## src/rtl/legv8_control_fsm.sv

```systemverilog
// ---------------------------------------------------------------------------
// legv8_control_fsm
//
// Multi-cycle control unit for the 64-bit LEGv8 datapath. It latches the
// instruction word coming back from instruction memory, steps through
// FETCH / DECODE / EXEC / MEM and drives the full datapath control word.
// Unsupported opcodes park the unit in TRAP with a sticky illegal flag until
// the next reset.
//
// Ports
//   clock      rising-edge clock
//   reset_n    asynchronous, active-low reset
//   run        1 = leave FETCH and execute, 0 = stall in FETCH
//   instr      instruction word from the datapath, sampled in FETCH
//   status     {V,C,N,Z} from the datapath ALU (combinational)
//   k          immediate / branch offset onto the datapath
//   DA,SA,SB   destination / source A / source B register selects
//   FS         ALU function select {op[2:0],invA,invB}
//   PS         PC operation: 0000 hold, 0001 PC+4, 0010 load target
//   PCsel      branch target source: 0 = PC+k, 1 = A bus
//   dataMux    register write-back source: 00 ALU, 01 RAM, 10 PC+4
//   regW       register file write enable
//   ramW       data memory write enable
//   R          data memory read enable
//   Bsel       1 = k onto the B bus, 0 = register B
//   illegal    sticky flag, set when an unsupported opcode is trapped
//   state_dbg  current state encoding
// ---------------------------------------------------------------------------
module legv8_control_fsm #(
  parameter int unsigned DATA_W   = 64,
  parameter int unsigned INSTR_W  = 32,
  parameter int unsigned LINK_REG = 30,
  parameter int unsigned ZERO_REG = 31
) (
  input  logic               clock,
  input  logic               reset_n,
  input  logic               run,
  input  logic [INSTR_W-1:0] instr,
  input  logic [3:0]         status,
  output logic [DATA_W-1:0]  k,
  output logic [4:0]         DA,
  output logic [4:0]         SA,
  output logic [4:0]         SB,
  output logic [4:0]         FS,
  output logic [3:0]         PS,
  output logic               PCsel,
  output logic [1:0]         dataMux,
  output logic               regW,
  output logic               ramW,
  output logic               R,
  output logic               Bsel,
  output logic               illegal,
  output logic [2:0]         state_dbg
);

  typedef enum logic [2:0] {
    FETCH  = 3'd0,
    DECODE = 3'd1,
    EXEC   = 3'd2,
    MEM    = 3'd3,
    TRAP   = 3'd7
  } state_e;

  typedef enum logic [3:0] {
    CL_ILLEGAL,
    CL_RALU,
    CL_IALU,
    CL_SHIFT,
    CL_LDUR,
    CL_STUR,
    CL_B,
    CL_BL,
    CL_BR,
    CL_CBZ,
    CL_CBNZ
  } iclass_e;

  localparam logic [4:0] FS_AND = 5'b00000;
  localparam logic [4:0] FS_ORR = 5'b00100;
  localparam logic [4:0] FS_ADD = 5'b01000;
  localparam logic [4:0] FS_SUB = 5'b01001;
  localparam logic [4:0] FS_EOR = 5'b01100;
  localparam logic [4:0] FS_LSL = 5'b10000;
  localparam logic [4:0] FS_LSR = 5'b10100;

  localparam logic [3:0] PS_HOLD = 4'b0000;
  localparam logic [3:0] PS_INC  = 4'b0001;
  localparam logic [3:0] PS_LOAD = 4'b0010;

  localparam logic [1:0] DM_ALU = 2'b00;
  localparam logic [1:0] DM_RAM = 2'b01;
  localparam logic [1:0] DM_PC4 = 2'b10;

  localparam logic [4:0] LINK_IDX = 5'(LINK_REG);
  localparam logic [4:0] ZERO_IDX = 5'(ZERO_REG);

  state_e             state_q;
  logic [INSTR_W-1:0] ir_q;
  logic               illegal_q;

  iclass_e            iClass;
  logic [4:0]         aluFs;

  logic [DATA_W-1:0]  immI;
  logic [DATA_W-1:0]  immShift;
  logic [DATA_W-1:0]  immD;
  logic [DATA_W-1:0]  immB;
  logic [DATA_W-1:0]  immCB;

  // Only the Z flag steers control flow; the other ALU flags are not used.
  logic unusedStatus;
  assign unusedStatus = ^status[3:1];

  // Immediate formats carried in the instruction register. Data-transfer and
  // branch offsets are signed; branch offsets are word counts, hence << 2.
  assign immI     = {{(DATA_W-12){1'b0}}, ir_q[21:10]};
  assign immShift = {{(DATA_W-6){1'b0}}, ir_q[15:10]};
  assign immD     = {{(DATA_W-9){ir_q[20]}}, ir_q[20:12]};
  assign immB     = {{(DATA_W-28){ir_q[25]}}, ir_q[25:0], 2'b00};
  assign immCB    = {{(DATA_W-21){ir_q[23]}}, ir_q[23:5], 2'b00};

  // Classify the latched instruction. Opcode widths differ by format, so the
  // shortest opcodes (B/BL, then CB, then I-type) are matched first and the
  // 11-bit R/D-type opcodes last. Anything unmatched is illegal.
  always_comb begin
    iClass = CL_ILLEGAL;
    aluFs  = FS_ADD;
    if (ir_q[31:26] == 6'b000101) begin
      iClass = CL_B;
    end else if (ir_q[31:26] == 6'b100101) begin
      iClass = CL_BL;
    end else if (ir_q[31:24] == 8'hB4) begin
      iClass = CL_CBZ;
    end else if (ir_q[31:24] == 8'hB5) begin
      iClass = CL_CBNZ;
    end else if (ir_q[31:22] == 10'h244) begin
      iClass = CL_IALU;
      aluFs  = FS_ADD;
    end else if (ir_q[31:22] == 10'h344) begin
      iClass = CL_IALU;
      aluFs  = FS_SUB;
    end else begin
      case (ir_q[31:21])
        11'h458: begin iClass = CL_RALU;  aluFs = FS_ADD; end
        11'h658: begin iClass = CL_RALU;  aluFs = FS_SUB; end
        11'h450: begin iClass = CL_RALU;  aluFs = FS_AND; end
        11'h550: begin iClass = CL_RALU;  aluFs = FS_ORR; end
        11'h650: begin iClass = CL_RALU;  aluFs = FS_EOR; end
        11'h69B: begin iClass = CL_SHIFT; aluFs = FS_LSL; end
        11'h69A: begin iClass = CL_SHIFT; aluFs = FS_LSR; end
        11'h7C2: iClass = CL_LDUR;
        11'h7C0: iClass = CL_STUR;
        11'h6B0: iClass = CL_BR;
        default: iClass = CL_ILLEGAL;
      endcase
    end
  end

  // State sequencing. FETCH waits for run before latching the instruction;
  // once latched, run is ignored until the instruction retires. Only loads and
  // stores visit MEM. TRAP is a dead end that only reset leaves.
  always_ff @(posedge clock or negedge reset_n) begin
    if (!reset_n) begin
      state_q   <= FETCH;
      ir_q      <= '0;
      illegal_q <= 1'b0;
    end else begin
      case (state_q)
        FETCH: begin
          if (run) begin
            ir_q    <= instr;
            state_q <= DECODE;
          end
        end
        DECODE: begin
          if (iClass == CL_ILLEGAL) begin
            state_q   <= TRAP;
            illegal_q <= 1'b1;
          end else begin
            state_q <= EXEC;
          end
        end
        EXEC: begin
          if (iClass == CL_LDUR || iClass == CL_STUR) begin
            state_q <= MEM;
          end else begin
            state_q <= FETCH;
          end
        end
        MEM:     state_q <= FETCH;
        TRAP:    state_q <= TRAP;
        default: state_q <= FETCH;
      endcase
    end
  end

  // Control word decode from (state, IR, status). Register selects follow the
  // instruction in every state; immediates and all enables are only live in
  // EXEC and MEM. Each instruction produces exactly one cycle with PS != 0:
  // EXEC for ALU and branch instructions, MEM for loads and stores. Writes to
  // XZR are dropped here, and enables are also forced low while reset_n is low
  // so nothing leaks out during the asynchronous reset.
  always_comb begin
    k       = '0;
    DA      = ir_q[4:0];
    SA      = ir_q[9:5];
    SB      = ir_q[20:16];
    FS      = aluFs;
    PS      = PS_HOLD;
    PCsel   = 1'b0;
    dataMux = DM_ALU;
    regW    = 1'b0;
    ramW    = 1'b0;
    R       = 1'b0;
    Bsel    = 1'b0;

    case (iClass)
      CL_STUR: SB = ir_q[4:0];
      CL_BL:   DA = LINK_IDX;
      CL_CBZ, CL_CBNZ: begin
        SA = ZERO_IDX;
        SB = ir_q[4:0];
        FS = FS_ORR;
      end
      default: ;
    endcase

    case (state_q)
      EXEC: begin
        case (iClass)
          CL_RALU: begin
            regW = 1'b1;
            PS   = PS_INC;
          end
          CL_IALU: begin
            k    = immI;
            Bsel = 1'b1;
            regW = 1'b1;
            PS   = PS_INC;
          end
          CL_SHIFT: begin
            k    = immShift;
            Bsel = 1'b1;
            regW = 1'b1;
            PS   = PS_INC;
          end
          CL_LDUR, CL_STUR: begin
            k    = immD;
            Bsel = 1'b1;
          end
          CL_B: begin
            k  = immB;
            PS = PS_LOAD;
          end
          CL_BL: begin
            k       = immB;
            PS      = PS_LOAD;
            dataMux = DM_PC4;
            regW    = 1'b1;
          end
          CL_BR: begin
            PS    = PS_LOAD;
            PCsel = 1'b1;
          end
          CL_CBZ: begin
            k  = immCB;
            PS = status[0] ? PS_LOAD : PS_INC;
          end
          CL_CBNZ: begin
            k  = immCB;
            PS = status[0] ? PS_INC : PS_LOAD;
          end
          default: ;
        endcase
      end
      MEM: begin
        k    = immD;
        Bsel = 1'b1;
        PS   = PS_INC;
        if (iClass == CL_LDUR) begin
          R       = 1'b1;
          dataMux = DM_RAM;
          regW    = 1'b1;
        end else begin
          ramW = 1'b1;
        end
      end
      default: ;
    endcase

    if (DA == ZERO_IDX) begin
      regW = 1'b0;
    end
    if (!reset_n) begin
      regW = 1'b0;
      ramW = 1'b0;
      R    = 1'b0;
      PS   = PS_HOLD;
    end
  end

  assign illegal   = illegal_q;
  assign state_dbg = state_q;

endmodule

```

## config.mk

```make
export PLATFORM = sky130hd
export DESIGN_NAME = legv8_control_fsm
export DESIGN_NICKNAME = d
export VERILOG_FILES = /design/src/rtl/legv8_control_fsm.sv
export SDC_FILE = /design/constraint.sdc
export NUM_CORES = 1
export LEC_CHECK = 0
export BUFFER_PORTS_ARGS = -buffer_cell sky130_fd_sc_hd__buf_2
export CAP_MARGIN = 20
export CORE_UTILIZATION = 35
export CTS_BUF_LIST = sky130_fd_sc_hd__clkbuf_8 sky130_fd_sc_hd__clkbuf_16
export CTS_CLUSTER_DIAMETER = 150
export DETAILED_ROUTE_END_ITERATION = 12
export HOLD_SLACK_MARGIN = 0.03
export SYNTH_ARGS = -nofsm -noshare
export SYNTH_HDL_FRONTEND = slang
export SYNTH_SLANG_ARGS = --single-unit
```

## constraint.sdc

```tcl
create_clock -name clock -period 6.6 [get_ports clock]
set_input_delay 0.33 -clock clock [delete_from_list [all_inputs] [get_ports clock]]
set_output_delay 0.33 -clock clock [all_outputs]
set_load 0.03 [all_outputs]
```

==> results_dict.tcl <==
set metrics [dict create \
    synth_warnings 0 \
    synth_edf_count 0 \
    p_leak_nw 1.767 \
    cts_resized 0 \
    clock_skew_ps 7.507 \
    initial_core_util_pct 36.70 \
    critPathTopFamily "simple AND/OR/NAND/NOR gates" \
    fmax_ghz 0.2852 \
    tightest_slew_ps 885.1 \
    synthCells 313 \
    async_reset_ff_share_pct 100.0 \
    final.setup.tns_ps 0 \
    outcome "finished clean" \
    path_class "reg2out" \
    irDropWorstVdd_uv 74.34 \
    p_per_area_nw_per_um2 129.2 \
    antenna_cells 0 \
    grt-ovfl-total 0 \
    cts_tree "yes" \
    drv_slew 0 \
    antenna_left 0 \
    wire_per_inst_um 16.94 \
    hold_path.class "in2async" \
    dieArea_um2 8553 \
    drtPass1Iterations 5 \
    worst_setup_path_end_kind "output pin" \
    grt_use_total_pct 19.83 \
    hold_viol_final 0 \
    critPathMaxFanout 37 \
    slowest_delay_ps 640 \
    die_w_um 92.48 \
    total_power_uw 437.3 \
    root_buffer "clkbuf_8" \
    arrival_ps 3180 \
    core_um2 7807 \
    area_delta_synth_final_pct 18.12 \
    cts_setup_buffers 0 \
    cp_num_buf_inv 2 \
    cp_slowest_cell "dfrtp_1" \
    r2r_setup_slack_ps 4500 \
    syn_area_um2 2865 \
    clock-sinks 36 \
    cts_buffers 5 \
    routed_wl_um 8472 \
    crit_top_cell "nand2_1" \
    worst_setup_hold_path_clk_slew_ps 80 \
    gp_congestion 0.8814 \
    postCtsHoldBufs 0 \
    dp_hpwl_um 6224 \
    maxCapViolations 0 \
    clock_latency_ps 290 \
    htreeDepth 2 \
    crit_chain "nor4b_2 > o2111a_2 > a211oi_4 > nand2_1 > nand2_1 > o21ai_1 > buf_4 > buf_2" \
    drc_errors 0 \
    rsz0062_at_grt "no" \
    grt_pass1_vias 2485 \
    grt_max_degree 40 \
    drtIter0Drc 220 \
    portBuffers 131 \
    vias 2735 \
    synth_ff_type "dfrtp_1" \
    final_nets 436 \
    final_cell_mix "buf_2 (131), dfrtp_1 (36), mux2_2 (35)" \
    ys_types 54 \
    cp.required_ps 6270 \
    maxSlewHeadroom_pct 40.99 \
    drive_above_1_share_pct 47.24 \
    final_common_cell "buf_2" \
    via_per_inst 5.470 \
    period_needed_ps 3507 \
    grt_pass1_wl_um 13300 \
    setup_viol 0 \
    clk_path_buf_depth 2 \
    avgSynthCellArea_um2 9.154 \
    yosysSeqAreaShare_pct 31.44 \
    boundaryPins 138 \
    cp-start-kind "flop" \
    antenna_found_initial 0 \
    ys_ff_latch 36 \
    die-height_um 92.48 \
    rows 32 \
    min_period_over_period_pct 53.13 \
]
==> per-layer routing <==
layer	track usage [%]	vias up	wire length, um
li1	-	1275	-
met1	26.78	1305	3652
met2	32.04	141	4022
met3	4.105	14	691
met4	5.339	0	106
met5	0	-	0
==> sequential cells by signal, summed over array words and instances, names as in the netlist <==
signal	flops
state_dbg	3
illegal	1
ir_q	32
==> power breakdown <==
group | leakage, nW | internal, mW | switching, mW | total, mW
logic | 1.23 | 0.00743 | 0.00994 | 0.0174
registers | 0.482 | 0.220 | 0 | 0.220
clock network | 0.0541 | 0.112 | 0.0877 | 0.200
==> cell type report <==
type	count	area, um2
fill	811	4423
multi-input combinational	216	1548
sequential	36	900.9
timing repair buffer	135	685.7
tap	102	127.6
clock buffer	5	68.82
clock inverter	3	42.54
inverter	3	11.26
==> synthesized netlist by cell type (all sizes together) (2+ instances only) <==
| library cell | n | area [um2] |
|---|---|---|
| a21oi | 18 | 90.09 |
| a221o | 3 | 30.03 |
| a221oi | 8 | 70.07 |
| a222oi | 5 | 50.05 |
| a22oi | 2 | 15.01 |
| a32o | 3 | 30.03 |
| and2 | 2 | 12.51 |
| and3 | 4 | 25.02 |
| and4b | 2 | 20.02 |
| buf | 54 | 389.1 |
| clkbuf | 6 | 23.77 |
| dfrtp | 36 | 900.9 |
| inv | 3 | 11.26 |
| mux2 | 37 | 416.7 |
| mux2i | 2 | 20.02 |
| nand2 | 30 | 112.6 |
| nand2b | 15 | 93.84 |
| nand3b | 2 | 15.01 |
| nand4 | 3 | 18.77 |
| nor2 | 12 | 45.04 |
| nor2b | 2 | 12.51 |
| nor3 | 4 | 30.03 |
| nor3b | 3 | 22.52 |
| o211ai | 4 | 30.03 |
| o21ai | 29 | 145.1 |
| or3 | 2 | 12.51 |
==> worst reg2reg max path: cells and delay by family (launching register included) <==
| family | cells | cell delay, ps |
|---|---|---|
| DFF | 1 | 480 |
| muxes | 1 | 380 |
| and+or+nand+nor | 2 | 710 |
| buffers and inverters | 1 | 410 |
==> path summary, 6_finish.rpt <==
| check | start | to | cells past startpoint |
|---|---|---|---|
| max in group asynchronous | reset_n | ir_q[13] | 1 |
| min in group clock | instr[23] | ir_q[23] | 2 |
| worst max register to register | state_dbg[0] | ir_q[11] | 4 |
| worst max-delay path | ir_q[24] | k[53] | 8 |
| worst min register to register | illegal | illegal | 1 |
| worst min-delay path | reset_n | ir_q[9] | 1 |
==> kinds of logic after synthesis <==
logic type / Yosys count / share of synthesized area (%)
AOI/OAI and AO/OA: 82 / 19.87
xor gates and xnor gates: 2 / 0.6115
buffers and inverters: 63 / 14.80
DFF: 36 / 31.44
muxes: 39 / 15.24
other: 1 / 0.1309
and+or+nand+nor: 90 / 17.90
==> per-stage QoR <==
stage / utilization (%) / area (um2) / hold slack (ps) / instances / worst slack [ps]
after global placement: 41.92 / 3273 / 448.0 / 492 / 3479
after detailed placement: 41.92 / 3273 / 452.1 / 492 / 3436
after global routing: 43.35 / 3385 / 216.2 / 500 / 2844
after CTS: 43.35 / 3385 / 185.5 / 500 / 3118
after floorplan: - / 2873 / 34.41 / 315 / 2685
final: 43.35 / 3385 / 150.3 / 500 / 3093
(Power assumes the default switching activity.)
